==> src/rtl/calc_drv.sv <==
// calc_drv: drives operand triples into a three-lane calculator and collects
// its results into a first-word-fall-through FIFO.
//
// Ports
//   clk, rst              clock; synchronous active-low reset
//   in_valid/in_ready     upstream operand triple handshake
//   in_A, in_B, in_C      upstream operands
//   A, B, C               operands to calculator (held while any lane pending)
//   pushA/B/C, stopA/B/C  per-lane push / stop handshake with calculator
//   Z, pushZ              result from calculator (no backpressure)
//   out_valid/out_data/out_ready  downstream result stream
//   err                   sticky protocol error (unexpected or unstorable Z)
module calc_drv #(
  parameter int unsigned RDEPTH = 8
) (
  input  logic        clk,
  input  logic        rst,
  input  logic        in_valid,
  output logic        in_ready,
  input  logic [31:0] in_A,
  input  logic [31:0] in_B,
  input  logic [31:0] in_C,
  output logic [31:0] A,
  output logic [31:0] B,
  output logic [31:0] C,
  output logic        pushA,
  output logic        pushB,
  output logic        pushC,
  input  logic        stopA,
  input  logic        stopB,
  input  logic        stopC,
  input  logic [31:0] Z,
  input  logic        pushZ,
  output logic        out_valid,
  output logic [31:0] out_data,
  input  logic        out_ready,
  output logic        err
);

  localparam int unsigned AW = $clog2(RDEPTH);
  localparam logic [AW:0]   ONE     = {{AW{1'b0}}, 1'b1};
  localparam logic [AW:0]   DEPTH_C = RDEPTH[AW:0];
  localparam logic [AW+1:0] DEPTH_W = RDEPTH[AW+1:0];

  typedef enum logic [0:0] {
    IDLE = 1'b0,
    SEND = 1'b1
  } state_t;

  state_t      state;
  logic        pend_a, pend_b, pend_c;
  logic [AW:0] inflight;
  logic [AW:0] count;
  logic [AW-1:0] wr_ptr, rd_ptr;
  logic [31:0] mem [RDEPTH];

  logic [AW+1:0] credit_used;
  logic accept, launch, pop, z_ok;

  // Every accepted triple reserves one FIFO slot until its result is popped,
  // so a returning Z can always be stored.
  assign credit_used = {1'b0, inflight} + {1'b0, count};
  assign in_ready    = rst && (state == IDLE) && (credit_used < DEPTH_W);
  assign accept      = in_valid && in_ready;

  // Last pending lane(s) transfer this cycle: no lane is still pending and stopped.
  assign launch = (state == SEND) &&
                  !((pend_a && stopA) || (pend_b && stopB) || (pend_c && stopC));

  assign out_valid = (count != '0);
  assign out_data  = out_valid ? mem[rd_ptr] : '0;
  assign pop       = out_valid && out_ready;
  assign z_ok      = pushZ && (inflight != '0) && ((count != DEPTH_C) || pop);

  assign pushA = pend_a;
  assign pushB = pend_b;
  assign pushC = pend_c;

  always_ff @(posedge clk) begin
    if (!rst) begin
      state    <= IDLE;
      pend_a   <= 1'b0;
      pend_b   <= 1'b0;
      pend_c   <= 1'b0;
      A        <= '0;
      B        <= '0;
      C        <= '0;
      inflight <= '0;
      count    <= '0;
      wr_ptr   <= '0;
      rd_ptr   <= '0;
      err      <= 1'b0;
    end else begin
      if (accept) begin
        A      <= in_A;
        B      <= in_B;
        C      <= in_C;
        pend_a <= 1'b1;
        pend_b <= 1'b1;
        pend_c <= 1'b1;
        state  <= SEND;
      end else if (state == SEND) begin
        if (pend_a && !stopA) pend_a <= 1'b0;
        if (pend_b && !stopB) pend_b <= 1'b0;
        if (pend_c && !stopC) pend_c <= 1'b0;
        if (launch) state <= IDLE;
      end

      if (pushZ && !z_ok) err <= 1'b1;

      if (launch && !z_ok)      inflight <= inflight + ONE;
      else if (!launch && z_ok) inflight <= inflight - ONE;

      if (z_ok) wr_ptr <= wr_ptr + ONE[AW-1:0];
      if (pop)  rd_ptr <= rd_ptr + ONE[AW-1:0];

      if (z_ok && !pop)      count <= count + ONE;
      else if (!z_ok && pop) count <= count - ONE;
    end
  end

  always_ff @(posedge clk) begin
    if (rst && z_ok) mem[wr_ptr] <= Z;
  end

endmodule

==> config.mk <==
export PLATFORM = sky130hd
export DESIGN_NAME = calc_drv
export DESIGN_NICKNAME = d
export VERILOG_FILES = /design/src/rtl/calc_drv.sv
export SDC_FILE = /design/constraint.sdc
export NUM_CORES = 1
export LEC_CHECK = 0
export CAP_MARGIN = 20
export CELL_PAD_IN_SITES_DETAIL_PLACEMENT = 1
export CELL_PAD_IN_SITES_GLOBAL_PLACEMENT = 2
export CORE_AREA = 5 5 205 207
export CTS_CLUSTER_SIZE = 8
export DETAILED_ROUTE_END_ITERATION = 12
export DIE_AREA = 0 0 210 212
export HOLD_SLACK_MARGIN = 0.12
export PLACE_DENSITY = 0.88
export SYNTH_ARGS = -nofsm -noshare
export SYNTH_HDL_FRONTEND = slang
export SYNTH_SLANG_ARGS = --single-unit
==> constraint.sdc <==
create_clock -name clk -period 4.8 [get_ports clk]
set_input_delay 0.96 -clock clk [delete_from_list [all_inputs] [get_ports clk]]
set_output_delay 0.96 -clock clk [all_outputs]
set_load 0.1 [all_outputs]
Word level (Yosys, flattened, before mapping)
Memories as Yosys holds them, arrays and structs flattened. A register that Yosys moved wholly into a read port is not among the register bits.
Cells that the tools add are included.
Storage, ports and cells
  bits in registers: 115
  memory bits (writable): 256
  input bits: 136
  output and inout bits: 134
  word-level logic and storage cells: 84
  memories kept: 1
Memories
  mem: depth 8, width 32, read ports 1, clocked after Yosys merged registers in 1, wr ports 1, line 55  | logic [31:0] mem [RDEPTH];
Cells by class
  add/subtract/negate cells: 7
  order comparisons: 1
  equal/unequal tests: 1
  multiplexer cells: 21
  bitwise logic cells: 1
  reductions and logical operators: 40
Operator list (count)
  $mux 32: 1
  $logic_and 1x1->1: 19
  $mux 4: 4
  $mux 1: 14
  $reduce_bool 2->1: 6
  $add 4x1->4 const B: 2
  $reduce_bool 4->1: 2
  $sub 4x1->4 const B: 2
  $logic_not 1->1: 7
  $add 3x1->3 const B: 2
  $mux 3: 2
  $reduce_and 2->1: 3
  $add 4x4->5: 1
  $lt 5x4->1 const B: 1
  $ne 4x4->1 const B: 1
  $logic_or 1x1->1: 3
  $not 1->1: 1

Logic depth before layout (Yosys ltp)
Gate-level depths: netlist (run 1).
  depth in word-level cells: 9
  depth in mapped cells: 10
  depth with buffers taken out: 10

Worst setup path after synthesis (run 1)
No wires, ideal clock.
  path type: input to register
  start point: input port rst
  end point: memory mem[2][0] (enable)
  library setup time: 0.461 ns
  arrival time: 3.936 ns
  required time: 4.339 ns
  setup slack: 0.403 ns
  stages on the path: 5
  path buffers: 3
  path through: buf_4 > clkbuf_1 > clkbuf_1 > nand2_1 > nor3_1
On the way
  longest elaborated chain between the ends: 3
RTL lines
  start, declared: line 17  | input logic rst,
  $logic_and 1x1->1: line 123  | if (rst && z_ok) mem[wr_ptr] <= Z;
  $mux 1: line 123
  $mux 1 (not written as such): line 123
  end, declared: line 55
No other way between the ends.

==> results of run 1 <==
[area by class of cell]
cell class,instances,area (um2),share of cell area [%]
Multi-Input combinational cell,515,3890,20.4
Timing Repair Buffer,292,2910,15.2
Tap cell,532,666,3.49
Inverter,6,22.5,0.118
Sequential cell,374,10100,52.7
Clock buffer,85,1450,7.59
Clock inverter,5,72.6,0.381
Antenna cell,3,7.51,0.0394
[sequential cells by signal, indices dropped and copies added (netlist names), named ones only]
register,flops
B,32
count,4
C,32
wr_ptr,3
err,1
state,1
A,32
pushB,1
mem,256
pushC,1
pushA,1
rd_ptr,3
inflight,4
[worst reg2reg max path, stage by stage, from the launching register on]
cell      delay [ns]
dfxtp_1         0.40
nor4_4          0.29
buf_4           0.46
inv_2           0.12
nand2_1         0.15
ha_1            0.19
inv_1           0.10
ha_1            0.34
a21oi_1         0.19
a211oi_1        0.10
a31oi_1         0.22
mux2i_1         0.20
[placed cells by master, fill, tap and decap left out, drive strengths merged, types with 4 or more instances in the layout]
master         count
a31oi              4
o21ai             98
mux2i             38
ha                11
clkdlybuf4s50    265
inv                8
nor2b              8
clkbuf            85
mux4              64
edfxtp           256
a21oi              5
nor2              37
nand2            188
dfxtp            118
xnor2              6
nand3             19
and2               8
nand2b             8
buf               27
nor3               7
[routing by layer]
layer  share of wire, %  up-vias  routed length (um)
met2                 50      330               19100
met4                2.1        4                 809
li1                   -     4088                   -
met5              0.055        -                  21
met1                 38     4374               14500
met3                 11       55                4110
[cells by family after synthesis]
family,Yosys count,synth area share (%)
multiplexers,102,12.8
flip-flops,374,70.7
adder cells (fa/ha/maj),13,1.25
AO/OA/AOI/OAI,117,4.46
buffers and inverters,65,2.23
AND/OR/NAND/NOR,277,8.15
XOR/XNOR,6,0.370
[final timing paths]
kind | start | end | slack (ns) | cells past startpoint
hold reg to reg | B[9] | B[9] | 0.45 | 2
setup / recovery | register | out_data[0] | 0.47 | 5
hold / removal | B[9] | B[9] | 0.45 | 2
setup reg to reg | count[0] | count[3] | 1.99 | 11
[power by group through the flow]
stage	combinational (uW)	sequential, uW	clock (uW)
6_report	5470	3980	3390
5_1_grt	5730	4020	3670
4_1_cts	5540	3990	3500
3_5_place_dp	5510	4040	0
3_3_place_gp	5440	4020	0
2_1_floorplan	2990	5190	0
[stage by stage]
stage               setup slack [ns]  instance area [um2]  power, uW  cells  util (%)
finish                         0.468                19100      12800   1812      47.4
global route                   0.306                19100      13400   1811      47.4
CTS                            0.366                19100      13000   1809      47.4
detailed placement              1.04                17500       9550   1719      43.6
global placement                1.07                17500       9460   1719      43.6
floorplan                      0.403                14200       8180    954         -
==> summary.txt, run 1 <==
Worst path required time -> 3.84 ns
Clock share of power -> 26.4%
PortBufs -> 269
Maximum Capacitance Violations -> 0
Synth top area share -> 54.1%
Primary FF master, synth -> edfxtp_1
Syn_nets -> 1103
GR Util met1 -> 19.2%
Final Hold Fails -> 0
First-pass GRT wire length -> 58500 um
Hold_ws -> 0.449 ns
GP Congestion -> 0.788
DRC marker count from the first detailed-route iteration -> 397
Met2 usage -> 29.8%
Fraction of layout cells with a size suffix above 1 -> 12.9%
Fillers -> 4049
Clk buf depth -> 3
CP peak stage delay -> 1.00 ns
Post-Synthesis Cells -> 954
Fmax -> 231 MHz
Final #Nets -> 1391
# setup viols final -> 0
H-tree depth -> 2
Post-CTS Setup Inserts -> 0
Die Span X -> 210 um
Area of the mapped netlist -> 14200 um2
Insertion delay to the later sink of the worst-skew pair -> 0.59 ns
Sequential power share -> 31.0%
Distinct cells, synth -> 36
Slew @ Worst Pin -> 1.11 ns
CP max stage cell -> clkdlybuf4s50_1
Pwr/cell area -> 674 nW/um2
Post-synth EDFFs -> 256
Critical path class -> register to primary output
Most area-hungry cell type in the Yosys netlist -> edfxtp_1
Cell breakdown of the critical path -> buf_12 > mux4_2 > mux2i_1 > nor2_1 > clkdlybuf4s50_1
Post-synth ARST share -> 0%
CTS tree -> built
Gate power share -> 42.6%
Sequential area share after synthesis -> 70.7%
Hpwl dp -> 24900 um
Total wire length -> 38500 um
Worst slew margin -> 25.5%
VDD IR-drop max -> 0.314 mV
Post-route ant nets -> 0
Count leader, synth -> edfxtp_1
Seq cells post-synth -> 374
Setup tns final -> 0 ns
WP buf/inv -> 2
Antenna violations before repair -> 7
Final min period -> 4.33 ns
DRC viols -> 0
Top post-synthesis cells by area -> edfxtp_1, dfxtp_1, mux4_2
Area growth syn-to-layout -> 34.2%
Post-CTS Hold Buffers -> 0
CP top delay family -> buffers and inverters
Post-DR wirelength/cell -> 21.2 um
IO Pins -> 270
Vias per inst -> 4.88
Num CTS Buffers -> 53
Vias in the first global route -> 9801
Clock Skew -> 0.0296 ns
Clock transition at path regs -> 0.05 ns
Rows -> 74
Status -> finished clean
Fin crit share -> 90.2%
Int Power -> 7250 uW
Total track usage -> 17.2%
DRT Pass-1 Iters -> 5
Busiest grt layer -> met2
Post-CTS Resized -> 0
Yosys warnings -> 0
Worst-path fanout max -> 34
WP data arrival -> 3.37 ns
Area of the core -> 40200 um2
Clock sink total -> 374
Starting density of the core -> 35.4%
Commonest cells post-synth -> edfxtp_1, nand2_1, dfxtp_1, mux4_2, o21ai_0
RSZ-0062 raised after global routing -> no
Die ar. -> 44500 um2
Setup crit end kind -> primary output
GRT met3 Usage -> 7.67%
Syn avg cell area -> 14.9 um2
CP startpoint kind -> register
Count of final max-slew check failures -> 0
Clock Tree Root -> clkbuf_16
Largest net degree at the start of global routing -> 77
Die height -> 212 um
Via count -> 8851
HP Class -> register to register
P_leak -> 0.00625 uW
Sw frac -> 43.6%
GR Overflow Total -> 0
Sw Pwr -> 5600 uW
Power figures use the tool's default switching activity.
==> run 2, diff against run 1 <==
RECOVER_POWER = 25   (was unset)
==> run 2 against run 1 <==
  * Via count up 0.33%
  * First-iteration DRC count up 2.0%
  * Global-route usage unchanged
  * Clock-buffer cell count unchanged
  * Combinational power about the same
  * Die area unchanged
  * Routed wire length about the same
  * Design area about the same
==> summary.txt, run 2 (synthesis results as in run 1) <==
Status -> finished clean
Final Hold Fails -> 0
Busiest grt layer -> met2
Fin crit share -> 90.4%
GRT met3 Usage -> 7.67%
Post-CTS Hold Buffers -> 0
Maximum Capacitance Violations -> 0
First-pass GRT wire length -> 58500 um
Antenna violations before repair -> 10
Largest Register -> mem
Most common cell after layout, fill and taps aside -> edfxtp_1
Final #Nets -> 1391
Setup tns final -> 0 ns
Final min period -> 4.34 ns
Hold_ws -> 0.448 ns
Post-route ant nets -> 0
Clock transition at path regs -> 0.05 ns
Rows -> 74
Met2 usage -> 29.8%
Vias in the first global route -> 9801
Clock sink total -> 374
Fraction of layout cells with a size suffix above 1 -> 12.9%
Sequential power share -> 31.0%
Total track usage -> 17.2%
Pwr/cell area -> 673 nW/um2
DRT Pass-1 Iters -> 5
DRC viols -> 0
VDD IR-drop max -> 0.314 mV
Num CTS Buffers -> 53
Clk buf depth -> 3
Post-CTS Resized -> 0
Gate power share -> 42.6%
Clock Skew -> 0.0303 ns
PortBufs -> 269
Int Power -> 7240 uW
DRC marker count from the first detailed-route iteration -> 405
WP data arrival -> 3.38 ns
Area growth syn-to-layout -> 34.2%
H-tree depth -> 2
Via count -> 8880
P_leak -> 0.00625 uW
Setup crit end kind -> primary output
Critical path class -> register to primary output
GR Util met1 -> 19.2%
Die height -> 212 um
# setup viols final -> 0
Count of final max-slew check failures -> 0
Post-DR wirelength/cell -> 21.2 um
Area of the core -> 40200 um2
Total wire length -> 38500 um
CP startpoint kind -> register
Die ar. -> 44500 um2
GP Congestion -> 0.788
Worst slew margin -> 26.4%
Most frequent cells in the layout -> edfxtp_1, clkdlybuf4s50_1, nand2_1
Worst path required time -> 3.84 ns
RSZ-0062 raised after global routing -> no
Clock Tree Root -> clkbuf_16
HP Class -> register to register
Post-CTS Setup Inserts -> 0
Slew @ Worst Pin -> 1.10 ns
Sw Pwr -> 5590 uW
Hpwl dp -> 24900 um
Vias per inst -> 4.90
Insertion delay to the later sink of the worst-skew pair -> 0.59 ns
Max FFs per register -> 256
Largest net degree at the start of global routing -> 77
Sw frac -> 43.6%
Starting density of the core -> 35.4%
Die Span X -> 210 um
Worst-path fanout max -> 34
Clock share of power -> 26.4%
IO Pins -> 270
Fmax -> 231 MHz
GR Overflow Total -> 0
CTS tree -> built
==> run 2: power by group through the flow <==
stage          registers, uW  clock network [uW]  logic, uW
2_1_floorplan           5190                   0       2990
3_3_place_gp            4020                   0       5440
3_5_place_dp            4040                   0       5510
4_1_cts                 3990                3500       5540
5_1_grt                 4020                3670       5720
6_report                3980                3390       5460
==> run 2: path summary, 6_finish.rpt <==
| path | from | endpoint | slack (ns) | cells after the start |
|---|---|---|---|---|
| max | register | out_data[0] | 0.46 | 5 |
| min | B[0] | B[0] | 0.45 | 2 |
| max reg2reg | count[0] | count[3] | 2.00 | 11 |
| min reg2reg | B[0] | B[0] | 0.45 | 2 |
==> run 2: worst max-delay path, stage by stage, from the launching register on <==
cell             delay, ns
dfxtp_4               0.58
buf_12                0.32
mux4_2                0.55
mux2i_1               0.21
nor2_1                0.08
clkdlybuf4s50_1       1.00
==> run 2: per-layer routing <==
metal,vias up,share of wire (%)
li1,4090,-
met1,4409,38
met2,319,50
met3,58,10
met4,4,2.2
met5,-,0.070
==> run 2: cell type report <==
class                      instances  area [um2]
sequential                       374       10100
timing repair buffer             292        2910
clock buffer                      85        1450
inverter                           6        22.5
multi-input combinational        515        3890
clock inverter                     5        72.6
antenna                            4        10.0
fill                            4048       21100
tap                              532         666
==> run 2: stage by stage <==
stage          cell area, um2  std cells  utilization [%]  power (uW)  worst slack [ns]
6_report                19100       1813             47.4       12800             0.463
5_1_grt                 19100       1811             47.4       13400             0.306
4_1_cts                 19100       1809             47.4       13000             0.366
3_5_place_dp            17500       1719             43.6        9550              1.04
3_3_place_gp            17500       1719             43.6        9460              1.07
2_1_floorplan           14200        954                -        8180             0.403
==> run 3, diff against run 2 <==
ABC_AREA = 1   (was unset)
CORE_AREA = 5 5 221 223   (was 5 5 205 207)
DIE_AREA = 0 0 226 228   (was 0 0 210 212)
==> run 3 against run 2 <==
  * Sequential power is 1% higher
  * Total power increased by 4.5%
  * Register-to-register slack got worse by 0.07 ns
  * Utilization down 4.6 points
  * Area after synthesis grew 6.6%
  * Largest power group unchanged
  * Critical path depth up 1
  * First-iteration DRC count grew 45%
  * Via count is 31% higher
==> summary.txt, run 3 <==
GR Overflow Total -> 0
Max FFs per register -> 256
Placed cell count -> 2355
Top post-synthesis cells by area -> edfxtp_1, dfxtp_1, nor2_1
Antenna violations before repair -> 7
Sequential area share after synthesis -> 66.4%
Post-synth ARST share -> 0%
Post-route ant nets -> 0
Final Util -> 42.8%
Commonest cells post-synth -> nor2_1, nand2_1, edfxtp_1, o21ai_0, inv_1
VDD IR-drop max -> 0.537 mV
Worst slew margin -> 26.5%
Vias in the first global route -> 12518
WP data arrival -> 3.00 ns
CP max stage cell -> buf_4
Post-synth EDFFs -> 256
DRC marker count from the first detailed-route iteration -> 589
CP startpoint kind -> register
Synth top area share -> 50.8%
GP Congestion -> 0.765
Clock transition at path regs -> 0.05 ns
Hold_ws -> 0.453 ns
Count of final max-slew check failures -> 0
Xor/xnor share of the synthesized area -> 0.405%
Clock Tree Root -> clkbuf_16
Fraction of layout cells with a size suffix above 1 -> 7.23%
Die height -> 228 um
Post-CTS Hold Buffers -> 0
Largest Register -> mem
Post-Synthesis Cells -> 1544
Post-DR wirelength/cell -> 18.7 um
Num CTS Buffers -> 53
Via count -> 11601
Syn_nets -> 1693
HP Class -> register to register
Total wire length -> 45500 um
Setup crit end kind -> primary output
Most frequent cells in the layout -> nor2_1, nand2_1, edfxtp_1
First-pass GRT wire length -> 70400 um
Rows -> 79
Fmax -> 252 MHz
Layout Cells excl Fill -> 2434
Clk buf depth -> 3
Post-CTS Resized -> 0
Most common cell after layout, fill and taps aside -> nor2_1
Vias per inst -> 4.77
Clock Skew -> 0.0151 ns
Count leader, synth -> nor2_1
IO Pins -> 270
Slew @ Worst Pin -> 1.10 ns
Critical path's most frequent cell -> buf_4
Simple-Gate Fraction of Synth Area -> 18.2%
Largest net degree at the start of global routing -> 97
Worst-path fanout max -> 96
Primary FF master, synth -> edfxtp_1
Distinct cells, synth -> 26
Final min period -> 3.96 ns
PortBufs -> 269
Maximum Capacitance Violations -> 0
H-tree depth -> 2
Final Hold Fails -> 0
DRT Pass-1 Iters -> 4
Worst path required time -> 3.84 ns
Area of the mapped netlist -> 15100 um2
Total track usage -> 17.3%
Final instance area -> 19900 um2
Fillers -> 5147
Post-CTS Setup Inserts -> 0
Area post-placement -> 18300 um2
Die Span X -> 226 um
Multi-input combinational cell area -> 4270 um2
Compound-Gate Fraction of Synth Area -> 8.03%
Seq cells post-synth -> 374
RSZ-0062 raised after global routing -> no
Setup tns final -> 0 ns
Area growth syn-to-layout -> 31.1%
CTS tree -> built
Adder-cell area share of the yosys netlist -> 1.17%
Storage cell area -> 10100 um2
Yosys warnings -> 0
Syn avg cell area -> 9.81 um2
Area of the core -> 46400 um2
P_leak -> 0.00780 uW
Fin crit share -> 82.6%
CP peak stage delay -> 0.75 ns
Insertion delay to the later sink of the worst-skew pair -> 0.58 ns
DRC viols -> 0
Status -> finished clean
Clock sink total -> 374
Die ar. -> 51500 um2
Most area-hungry cell type in the Yosys netlist -> edfxtp_1
Starting density of the core -> 32.7%
Critical path class -> register to primary output
Hpwl dp -> 29200 um
Cell breakdown of the critical path -> buf_4 > o21ai_0 > o211ai_1 > nand2_1 > nor2_1 > buf_4
Largest family of logic cells by synthesized area -> simple AND/OR/NAND/NOR gates
# setup viols final -> 0
Pwr/cell area -> 676 nW/um2
Final #Nets -> 1953
Mux cell area share after synthesis -> 0%
[run 3: changes by cell type after synthesis, moves of 10 or more]
cell | previous run | this run
mux2i_1 | 38 | 0
buf_4 | 2 | 16
o21ai_0 | 58 | 140
mux4_2 | 64 | 0
a21oi_1 | 5 | 15
nand2_1 | 188 | 261
inv_1 | 5 | 119
clkbuf_1 | 25 | 45
o211ai_1 | 0 | 32
nor2_1 | 37 | 444
o22ai_1 | 0 | 32
o21ai_1 | 40 | 0
[run 3: cell type report]
| class | count | area share, % |
|---|---|---|
| Clock inverter | 4 | 0.410 |
| Tap cell | 607 | 3.83 |
| Timing Repair Buffer | 291 | 14.2 |
| Sequential cell | 374 | 50.6 |
| Antenna cell | 2 | 0.0252 |
| Clock buffer | 72 | 7.09 |
| Inverter | 121 | 2.29 |
| Multi-Input combinational cell | 963 | 21.5 |
[run 3: kinds of logic (layout without fill, tap and decap cells)]
logic type               count (synthesis)  in the layout
AO/OA/AOI/OAI                          219            219
XOR/XNOR                                 7              7
adder cells (fa/ha/maj)                 13             13
buffers and inverters                  207            488
flip-flops                             374            374
other                                    0              2
AND/OR/NAND/NOR                        724            724
[run 3: routing by layer]
| layer | vias up | routed length (um) | global-route usage (%) |
|---|---|---|---|
| met3 | 74 | 4830 | 7.94 |
| met4 | 10 | 1030 | 5.09 |
| met5 | - | 55 | 0 |
| li1 | 5562 | - | - |
| met2 | 343 | 22200 | 29.4 |
| met1 | 5612 | 17400 | 19.4 |
[run 3: path summary, 6_finish.rpt]
kind / to / slack, ns / cells past startpoint / start
setup reg to reg: count[3] / 1.93 / 14 / count[0]
hold / removal: err / 0.45 / 2 / err
setup / recovery: out_data[31] / 0.84 / 6 / register
hold reg to reg: err / 0.45 / 2 / err
[run 3: per-stage QoR]
step | setup WS [ns] | total power (uW)
after floorplan | 0.601 | 8560
after global placement | 1.25 | 9960
after detailed placement | 1.20 | 10100
after CTS | 0.823 | 13600
after global routing | 0.686 | 14100
final | 0.838 | 13400
[run 3: where the power goes]
part / internal (uW) / leakage, uW / switching, uW / total (uW)
Combinational: 1330 / 0.00380 / 4650 / 5980
Sequential: 3800 / 0.00328 / 221 / 4020
Clock: 2060 / 0.000718 / 1360 / 3420
Total: 7190 / 0.00780 / 6220 / 13400
[run 3: worst max-delay path: cells and delay by family, from the launching register on]
kind | cells | cell delay, ns
simple gates | 2 | 0.40
compound gates | 2 | 0.55
flops | 1 | 0.32
buf+inv | 2 | 1.11
